## config.mk

```make
export PLATFORM = sky130hd
export DESIGN_NAME = tawas_au_arb
export DESIGN_NICKNAME = d
export VERILOG_FILES = /design/src/rtl/tawas_pkg.sv /design/src/rtl/tawas_au_arb.sv
export SDC_FILE = /design/constraint.sdc
export NUM_CORES = 1
export LEC_CHECK = 0
export CAP_MARGIN = 20
export CELL_PAD_IN_SITES_DETAIL_PLACEMENT = 0
export CELL_PAD_IN_SITES_GLOBAL_PLACEMENT = 1
export CORE_MARGIN = 2
export CORE_UTILIZATION = 34
export CTS_CLUSTER_SIZE = 24
export DETAILED_ROUTE_END_ITERATION = 8
export PLACE_DENSITY = 0.81
export SLEW_MARGIN = 20
export SYNTH_ARGS = -nofsm -noshare
export SYNTH_HDL_FRONTEND = slang
export SYNTH_SLANG_ARGS = --single-unit
```

## constraint.sdc

```tcl
create_clock -name clk -period 3.4 [get_ports clk]
set_clock_uncertainty 0.05 [all_clocks]
set_input_delay 0.68 -clock clk [delete_from_list [all_inputs] [get_ports clk]]
set_output_delay 0.68 -clock clk [all_outputs]
set_load 0.05 [all_outputs]
```

## src/rtl/tawas_pkg.sv

```systemverilog
// Shared Tawas definitions: AU op/slice widths, writeback latency and the
// host-injection FSM state encoding.
package tawas_pkg;

  localparam int AU_OP_W      = 15;
  localparam int SLICE_W      = 2;
  localparam int AU_DATA_W    = 32;
  localparam int AU_WB_LAT    = 2;
  localparam int WAIT_CNT_W   = 8;
  localparam int FLIGHT_CNT_W = 2;

  typedef enum logic [1:0] {
    ST_IDLE   = 2'd0,
    ST_WAIT   = 2'd1,
    ST_FLIGHT = 2'd2,
    ST_RESP   = 2'd3
  } arb_state_e;

endpackage

```

## src/rtl/tawas_au_arb.sv

```systemverilog
// Injects host ops into free AU slots of a chosen thread slice, tracks them
// through AU writeback and returns the result; core ops pass with no latency.
module tawas_au_arb
  import tawas_pkg::*;
#(
  parameter int TIMEOUT = 64
) (
  input  logic                 clk,
  input  logic                 rst,
  input  logic [SLICE_W-1:0]   slice,
  input  logic                 core_op_vld,
  input  logic [AU_OP_W-1:0]   core_op,
  input  logic                 host_req,
  input  logic [SLICE_W-1:0]   host_slice,
  input  logic [AU_OP_W-1:0]   host_op,
  output logic                 host_ack,
  output logic                 host_busy,
  output logic                 host_rsp_vld,
  output logic [AU_DATA_W-1:0] host_rsp_data,
  output logic                 host_rsp_wb,
  output logic                 host_rsp_err,
  output logic                 au_op_vld,
  output logic [AU_OP_W-1:0]   au_op,
  input  logic                 au_rc_vld,
  input  logic [AU_DATA_W-1:0] au_rc
);

  localparam logic [WAIT_CNT_W-1:0]   TIMEOUT_CNT = WAIT_CNT_W'(TIMEOUT);
  localparam logic [FLIGHT_CNT_W-1:0] FLIGHT_LOAD = FLIGHT_CNT_W'(AU_WB_LAT - 1);

  arb_state_e              state;
  arb_state_e              state_nxt;
  logic [SLICE_W-1:0]      req_slice;
  logic [AU_OP_W-1:0]      req_op;
  logic [WAIT_CNT_W-1:0]   wait_cnt;
  logic [FLIGHT_CNT_W-1:0] flight_cnt;
  logic                    grant;
  logic                    timeout;
  logic                    capture;

  // NOTE: every always_comb output gets a default first so no path can leave
  // it unassigned and infer a latch.
  always_comb begin
    grant     = (state == ST_WAIT) && (slice == req_slice) && !core_op_vld;
    timeout   = (state == ST_WAIT) && !grant && (wait_cnt == TIMEOUT_CNT);
    capture   = (state == ST_FLIGHT) && (flight_cnt == '0);
    state_nxt = state;
    unique case (state)
      ST_IDLE:   if (host_req) state_nxt = ST_WAIT;
      ST_WAIT: begin
        if (grant)        state_nxt = ST_FLIGHT;
        else if (timeout) state_nxt = ST_RESP;
      end
      ST_FLIGHT: if (capture) state_nxt = ST_RESP;
      ST_RESP:   state_nxt = ST_IDLE;
      default:   state_nxt = ST_IDLE;
    endcase
  end

  // The core path is purely combinational; the host op only borrows a slot
  // the decoder left empty on the latched slice.
  always_comb begin
    au_op_vld    = core_op_vld | grant;
    au_op        = grant ? req_op : core_op;
    host_ack     = grant | timeout;
    host_busy    = (state != ST_IDLE);
    host_rsp_vld = (state == ST_RESP);
  end

  // NOTE: sequential state uses non-blocking assignments so every register
  // samples pre-edge values regardless of statement order.
  always_ff @(posedge clk or posedge rst) begin
    if (rst) begin
      state         <= ST_IDLE;
      req_slice     <= '0;
      req_op        <= '0;
      wait_cnt      <= '0;
      flight_cnt    <= '0;
      host_rsp_data <= '0;
      host_rsp_wb   <= 1'b0;
      host_rsp_err  <= 1'b0;
    end else begin
      state <= state_nxt;
      unique case (state)
        ST_IDLE: begin
          if (host_req) begin
            req_slice <= host_slice;
            req_op    <= host_op;
            wait_cnt  <= '0;
          end
        end
        ST_WAIT: begin
          if (grant) begin
            flight_cnt <= FLIGHT_LOAD;
          end else if (timeout) begin
            host_rsp_data <= '0;
            host_rsp_wb   <= 1'b0;
            host_rsp_err  <= 1'b1;
          end else begin
            wait_cnt <= wait_cnt + 1'b1;
          end
        end
        ST_FLIGHT: begin
          // Writeback in this cycle can only belong to the injected op.
          if (capture) begin
            host_rsp_wb   <= au_rc_vld;
            host_rsp_data <= au_rc_vld ? au_rc : '0;
            host_rsp_err  <= 1'b0;
          end else begin
            flight_cnt <= flight_cnt - 1'b1;
          end
        end
        default: ;
      endcase
    end
  end

endmodule

```

==> results.toml <==
[floorplanning]
die_y_um = 103
start_util = 0.345
fp.coreArea_mm2 = 0.00968
ioPinCount = 124
rows = 36
die_x_um = 103
fp.dieArea_mm2 = 0.0107

[finish]
drive_gt1_frac = 0.231
num_antenna_cells = 0
final_core_util = 0.522
layout.nets = 503
syn_to_final_growth_pct = 51.2

[route]
detail_route.iter0.violations = 88
m1WireLength_um = 3660
vias_per_cell = 4.77
wl_met2_um = 4190
top_layer = "met4"
wl_per_cell_um = 14.7
firstDrtPassIters = 6
totalWireLength_um = 8260
dr_wl_met3_um = 325
ant_nets = 0
routed-via-count = 2681
drc = 0

[synthesis]
ys_ff_latch = 63
synthArstFlopShare = 1.00
synth_seq_area_share = 0.471
synth_most_common_cell = "dfrtp_1"
synthCells = 299
synth_top_area_frac = 0.471
ys.warnings.count = 0
syn_area_mm2 = 0.00335
synthFlopType = "dfrtp_1"
yosysUniqueCellTypes = 40
synth_area_leaders = "dfrtp_1 (47%), mux2_4 (13%), mux2_2 (7.4%), nand2_1 (6.2%), and3_1 (6.0%)"
synth-edff-count = 0
synth.net_count = 377
syn_avg_cell_area_um2 = 11.2
ys_top_cells_by_count = "dfrtp_1 (63), nand2_1 (55), and3_1 (32)"
synth_area_leader_cell = "dfrtp_1"

[placement]
portBuffers = 123
routabilityCongestion = 0.830
pre_cts_ws_ps = 307
dp_hpwl_um = 5960

[timing]
maxSlewHeadroom = 0.410
slew_violations = 0
fmax_mhz = 325
finalSetupViolations = 0
fin_crit_sh = 0.904
setup_ws_ps = 327
rsz0062_at_grt = "false"
hold_viol = 0
worst_slew_pin_slew_ps = 882
finalCriticalPeriod_ps = 3070
setup_tns_ps = 0

[cts]
cts_resized = 0
clock_sinks = 63
root_buffer = "clkbuf_8"
post_cts_buffers = 0
hold_buffers = 0
cts_tree = "yes"
clk_latency_ps = 330
clkTransAtPathRegs_ps = 60
cts_buffers = 9
cts_max_path_buffers = 2
htreeDepth = 3

[worst_setup_path]
path_max_fanout = 15
crit_type = "input pin to primary output"
worst_setup_path_end_kind = "primary output"
crit_required_ps = 2670
cp.arrival_ps = 2340
cp-start-kind = "input pin"

[status]
status = "complete, no violations"

[global_routing]
track_usage = 0.163
grt_max_degree = 39
grt_pass1_wl_um = 13400
grt_pass1_vias = 2734
grt.overflow.total = 0
antenna_found_initial = 0

[pwr]
irDropWorstVdd_mv = 0.545
switching_share = 0.435
p_per_area_mw_per_mm2 = 915
pwr-share-clk = 0.142
p_total_mw = 4.63
leakage_nw = 2.47
pwr-share-seq = 0.278
p_sw_mw = 2.02
power_frac_comb = 0.580
power.internal_mw = 2.61

[min_path]
hold_path.class = "flip-flop to flip-flop"

[run]
maxCapViolCount = 0
[layout make-up]
| class | instances | area [um2] |
|---|---|---|
| fill | 877 | 4630 |
| multi-input combinational | 206 | 1610 |
| sequential | 63 | 1580 |
| timing repair buffer | 133 | 1460 |
| tap | 133 | 166 |
| clock buffer | 12 | 155 |
| inverter | 12 | 45.0 |
| clock inverter | 3 | 42.5 |
[stage by stage]
step	instance area [um2]	std cells	hold slack (ps)
2_1_floorplan	3350	299	416
3_3_place_gp	4860	547	428
3_5_place_dp	4860	547	443
4_1_cts	5060	562	459
5_1_grt	5060	562	469
6_report	5060	562	455
[state kept, by name, indices dropped and copies added (netlist names)]
register,cells
req_slice,2
host_rsp_wb,1
host_rsp_data,32
req_op,15
host_rsp_err,1
flight_cnt,2
state,2
wait_cnt,8
[routing by layer]
metal	up-vias	track usage
li1	1295	-
met1	1325	0.213
met2	52	0.261
met3	9	0.0457
met4	0	0.0547
met5	-	0
[logic make-up (layout without fill, tap and decap cells)]
family          count (synthesis)  count (layout)  synth area share
compound gates                 22              22            0.0453
xor+xnor                        2               2           0.00524
fa+ha+maj                       7               7            0.0262
buf+inv                        30             160            0.0505
flops                          63              63             0.471
mux                            55              55             0.215
simple gates                  120             120             0.187
[critical path: stages]
cell,delay [ps]
clkdlybuf4s50_1,410
xor2_1,190
or4_1,510
buf_4,220
nand2_1,80
nand2_1,90
buf_12,160
[power groups by stage]
stage | logic, mW | registers (mW) | clock network, mW
floorplan | 1.22 | 1.95 | 0
global route | 2.84 | 1.33 | 0.721
finish | 2.69 | 1.29 | 0.658
detailed placement | 2.70 | 1.29 | 0
CTS | 2.71 | 1.29 | 0.685
global placement | 2.67 | 1.29 | 0
[worst paths after layout]
kind | startpoint | endpoint | slack (ps) | cells after the start
worst max-delay path | slice[1] | au_op[9] | 330 | 7
worst min-delay path | req_op[5] | req_op[5] | 460 | 1
worst max register to register | wait_cnt[0] | host_rsp_data[12] | 660 | 7
worst min register to register | req_op[5] | req_op[5] | 460 | 1
max in group asynchronous | rst | flight_cnt[1] | 2010 | 3
min in group asynchronous | rst | host_rsp_data[17] | 680 | 2
[layout by cell type, fill, tap and decap left out, types with 4 or more instances in the layout]
| cell | Yosys | routed |
|---|---|---|
| clkdlybuf4s50_1 | 0 | 106 |
| dfrtp_1 | 63 | 63 |
| nand2_1 | 55 | 55 |
| and3_1 | 32 | 32 |
| mux2_4 | 28 | 28 |
| mux2_2 | 22 | 22 |
| buf_12 | 3 | 16 |
| inv_1 | 12 | 11 |
| clkbuf_8 | 0 | 11 |
| buf_4 | 0 | 11 |
| ha_1 | 7 | 7 |
| nor2_1 | 6 | 6 |
| nand3_1 | 6 | 6 |
| mux2i_1 | 5 | 5 |
| a21oi_1 | 5 | 5 |
| o31ai_1 | 4 | 4 |
| o21ai_0 | 4 | 4 |
Note: power is estimated with default switching activity, not from simulation.
==> RTL edit 1, RTL diff (same flow settings) <==
Set the package constant `FLIGHT_CNT_W` to 4 (it was 2).
--- a/src/rtl/tawas_pkg.sv
+++ b/src/rtl/tawas_pkg.sv
@@ -7,7 +7,7 @@
   localparam int AU_DATA_W    = 32;
   localparam int AU_WB_LAT    = 2;
   localparam int WAIT_CNT_W   = 8;
-  localparam int FLIGHT_CNT_W = 2;
+  localparam int FLIGHT_CNT_W = 4;
 
   typedef enum logic [1:0] {
     ST_IDLE   = 2'd0,
Behaviour: same outputs for any inputs over 10 cycles, from zero or initial values and one cycle with rst high; that may be too few to reach the edited logic, so the function may still have changed.
==> RTL edit 1 against the unedited design <==
Routed wire length decreased by 2.4%; sequential share of layout area is 3.6 points higher; count of clock-buffer cells in the layout down 1; sequential cell count is 2 higher; power decreased by 8.9%; design area shrank 7.5%; area after synthesis shrank 4.8%; fmax down 2.5%; critical path depth down 1; worst setup slack lost 80 ps; first-iteration DRC count is 34% lower; critical path type unchanged.
==> RTL edit 1: results (changes against the unedited design) <==
r2r_slack_ps: 880  # was 660 ps
grt_pass1_vias: 2697  # was 2,734
synth_compound_area_share_pct: 18.70  # was 4.525%
ys_seq_area_share_pct: 51.06  # was 47.12%
synth_nets: 360  # was 377
grt_usage_pct: 16.04  # was 16.28%
synthAdderAreaFrac_pct: 3.142  # was 2.618%
worstHoldEndpoint: "host_rsp_wb"  # was req_op[5]
leakagePower_nw: 2.087  # was 2.469 nW
rr_worst_depth: 6  # was 7
cp_slowest_stage_delay_ps: 620  # was 510 ps
vdd_drop_max_uv: 267.7  # was 545.3 uV
crit_arrival_ps: 2420  # was 2340 ps
r2r_start: "flight_cnt[0]"  # was wait_cnt[0]
drt-met1-wl_um: 3585  # was 3657 um
met2_length_um: 3771  # was 4185 um
use_met2_pct: 26.51  # was 26.07%
avgViaCountPerCell: 5.123  # was 4.770
crit_family: "simple AND/OR/NAND/NOR gates"  # was buffers and inverters
outcome: "completed"  # unchanged
dpl.hpwl_um: 5719  # was 5957 um
slowest_stage: "and3_1"  # was or4_1
use_met3_pct: 3.675  # was 4.570%
worstHoldStart: "host_rsp_wb"  # was req_op[5]
yosys-top-cells-area: "dfrtp_1, a22o_2, mux2_2"  # was dfrtp_1, mux2_4, mux2_2
## RTL edit 1: cell types whose count changed after synthesis, moves of 5 or more
cell,change
mux2_4,-28
clkbuf_1,-5
a22o_2,+25
a22o_1,+7
mux2i_1,-5
and3_1,-30
## RTL edit 1: worst reg2reg max path: cells and delay by family (launching register included)
family,cells,cell delay (ps)
AOI/OAI and AO/OA,2,970
and+or+nand+nor,2,680
DFF,1,410
adders and majority gates,1,170
buffers and inverters,1,120
## RTL edit 1: kinds of logic after synthesis
family                     after synthesis
AOI/OAI and AO/OA                       68
xor gates and xnor gates                 4
adders and majority gates                8
buffers and inverters                   28
DFF                                     65
muxes                                   19
and+or+nand+nor                         89
## RTL edit 1: metrics by stage
step           total power [mW]  cells  util, %  worst slack [ps]  area (um2)
2_1_floorplan             2.688    281        -             713.3        3186
5_1_grt                   4.485    519    51.11             57.68        4678
4_1_cts                   4.271    519    51.11             196.4        4678
3_3_place_gp              3.627    505    49.27             261.7        4509
3_5_place_dp              3.678    505    49.27             225.2        4509
6_report                  4.219    519    51.11             247.3        4678
## RTL edit 1: final cells by class
| class | count | area, um2 |
|---|---|---|
| clock buffers | 11 | 151.4 |
| clock inverters | 3 | 17.52 |
| fillers | 840 | 4474 |
| inverters | 11 | 41.29 |
| multi-input cells | 188 | 1374 |
| flip-flops and latches | 65 | 1627 |
| well taps | 111 | 138.9 |
| repair buffers | 130 | 1329 |
## RTL edit 1: report_power, final
part / internal (mW) / switching [mW] / total, mW / leakage [nW]
logic: 0.956 / 1.42 / 2.37 / 1.16
registers: 1.08 / 0.184 / 1.27 / 0.841
clock network: 0.294 / 0.284 / 0.578 / 0.0871
total: 2.33 / 1.88 / 4.22 / 2.09
==> RTL edit 2, RTL diff (same flow settings) <==
Without the edit above. Register the output `host_rsp_err` once more, with the module's reset; this adds one clock of latency there. The other outputs are not delayed to match.
--- a/src/rtl/tawas_au_arb.sv
+++ b/src/rtl/tawas_au_arb.sv
@@ -27,6 +27,8 @@
 
   localparam logic [WAIT_CNT_W-1:0]   TIMEOUT_CNT = WAIT_CNT_W'(TIMEOUT);
   localparam logic [FLIGHT_CNT_W-1:0] FLIGHT_LOAD = FLIGHT_CNT_W'(AU_WB_LAT - 1);
+
+  logic host_rsp_err_s0;
 
   arb_state_e              state;
   arb_state_e              state_nxt;
@@ -78,7 +80,7 @@
       flight_cnt    <= '0;
       host_rsp_data <= '0;
       host_rsp_wb   <= 1'b0;
-      host_rsp_err  <= 1'b0;
+      host_rsp_err_s0 <= 1'b0;
     end else begin
       state <= state_nxt;
       unique case (state)
@@ -95,7 +97,7 @@
           end else if (timeout) begin
             host_rsp_data <= '0;
             host_rsp_wb   <= 1'b0;
-            host_rsp_err  <= 1'b1;
+            host_rsp_err_s0 <= 1'b1;
           end else begin
             wait_cnt <= wait_cnt + 1'b1;
           end
@@ -105,7 +107,7 @@
           if (capture) begin
             host_rsp_wb   <= au_rc_vld;
             host_rsp_data <= au_rc_vld ? au_rc : '0;
-            host_rsp_err  <= 1'b0;
+            host_rsp_err_s0 <= 1'b0;
           end else begin
             flight_cnt <= flight_cnt - 1'b1;
           end
@@ -115,5 +117,13 @@
     end
   end
 
+  always_ff @(posedge clk or posedge rst) begin
+    if (rst) begin
+      host_rsp_err <= '0;
+    end else begin
+      host_rsp_err <= host_rsp_err_s0;
+    end
+  end
+
 endmodule
 
Function: no difference found for any inputs over 10 cycles, from zero or initial values and one cycle with rst high; that may be too few to reach the edited logic, so the function may still have changed.
==> RTL edit 2 against the unedited design <==
Area after synthesis grew 0.75%; power grew 0.36%; global-route usage shrank 0.15 points; routed wire length grew 2.2%; design area grew 0.35%; non-clock buffer count shrank 1; worst setup slack gained 26 ps; synthesized cell count grew 0.33%; sequential cell count grew 1; critical endpoint is now au_op[11]; largest power group unchanged.
==> RTL edit 2: results (changes against the unedited design) <==
outcome: "completed"  # unchanged
ys_types: 40  # unchanged
max_slew.worst_pin.slew_ps: 911.5  # was 882.0 ps
r2r_slack_ps: 670
antenna_cells: 0  # unchanged
rr_worst_depth: 7  # unchanged
crit_arrival_ps: 2320  # was 2340 ps
worstHoldStart: "host_rsp_err_s0"  # was req_op[5]
synth_warnings: 0  # unchanged
yosys-top-cells-area: "dfrtp_1, mux2_4, mux2_2"  # unchanged
ys_seq_area_share_pct: 47.51  # was 47.12%
leakagePower_nw: 2.476  # was 2.469 nW
dr_total_vias: 2682  # was 2,681
cts_setup_buffers: 0  # unchanged
wl_per_cell_um: 14.98  # was 14.69 um
path_max_fanout: 22  # was 15
synth_nets: 378  # was 377
dpl.hpwl_um: 6009  # was 5957 um
r2r_start: "wait_cnt[0]"  # unchanged
synth_common_cells: "dfrtp_1, nand2_1, and3_1"  # unchanged
clk_root_buffer_cell: "clkbuf_8"  # unchanged
grt_usage_pct: 16.12  # was 16.28%
clk_latency_ps: 340
holdPathStages: 0  # was 1
io_buffers: 123  # unchanged
hold_class: "flip-flop to flip-flop"  # unchanged
cts_made_buffers: 9  # unchanged
cts.repair.resized: 0  # unchanged
clockBufferDepth: 2  # unchanged
async_flop_share_pct: 100.0  # unchanged
cp_slowest_stage_delay_ps: 470  # was 510 ps
avgViaCountPerCell: 4.764  # was 4.770
dpl-instance-area_um2: 4877  # was 4860 um2
grt_start_max_net_pins: 37  # was 39
grt_pass1_vias: 2796  # was 2,734
drt_iter0_markers: 98  # was 88
period_needed_ps: 3046  # was 3073 ps
grt_pass1_wl_um: 13900  # was 13,400 um
syn_inst: 300  # was 299
place_ws_ps: 350.8  # was 306.7 ps
drive_gt1_share_pct: 23.02  # was 23.08%
cp-startpoint: "slice[1]"  # unchanged
place_congestion: 0.8087  # was 0.8303
placed_cells: 547  # unchanged
drtPass1Iterations: 4  # was 6
vdd_drop_max_uv: 478.9  # was 545.3 uV
-- RTL edit 2: changes by cell type in the layout (fill, tap and decap cells not counted) --
cell / delta
clkinv_2: +1
clkinv_4: +1
dfrtp_1: +1
buf_4: -1
clkbuf_8: -1
-- RTL edit 2: power breakdown --
| part | internal [mW] | switching [mW] | total, mW |
|---|---|---|---|
| Combinational | 1.15 | 1.53 | 2.68 |
| Clock | 0.358 | 0.302 | 0.660 |
| Sequential | 1.10 | 0.204 | 1.31 |
-- RTL edit 2: area by class of cell --
cell class                 count  area (um2)
clock inverter                 5       56.30
fill                         868        4609
timing repair buffer         132        1456
tap                          133       166.4
inverter                      12       45.04
sequential                    64        1602
clock buffer                  11       141.4
multi-input combinational    206        1608
-- RTL edit 2: cells by family (layout without fill, tap and decap cells) --
family / Yosys count / in the layout / share of synthesized area [%]
flip-flops: 64 / 64 / 47.51
multiplexers: 55 / 55 / 21.31
XOR/XNOR: 2 / 2 / 0.5198
AND/OR/NAND/NOR: 120 / 120 / 18.56
buffers and inverters: 30 / 160 / 5.011
adder cells (fa/ha/maj): 7 / 7 / 2.598
AO/OA/AOI/OAI: 22 / 22 / 4.492
-- RTL edit 2: worst paths after layout --
check | end
setup / recovery | au_op[11]
hold / removal | host_rsp_err
setup reg to reg | host_rsp_data[11]
hold reg to reg | host_rsp_err
max in group asynchronous | req_op[4]
min in group asynchronous | host_rsp_data[16]
-- RTL edit 2: metal layers --
layer / GRT usage, % / vias to the layer above / part of all wire (%)
li1: - / 1301 / -
met1: 20.50 / 1301 / 45
met2: 26.35 / 65 / 49
met3: 3.461 / 15 / 4.1
met4: 7.432 / 0 / 2.4
met5: 0 / - / 0
-- RTL edit 2: metrics by stage --
stage,power (mW),hold slack [ps]
3_5_place_dp,4.006,313.0
2_1_floorplan,3.188,303.7
5_1_grt,4.891,356.9
6_report,4.646,332.0
4_1_cts,4.690,330.4
3_3_place_gp,3.967,310.3
-- RTL edit 2: worst max-delay path, delay by kind of cell --
kind	cells	cell delay (ps)
XOR/XNOR	1	190
buffers and inverters	3	790
AND/OR/NAND/NOR	3	650
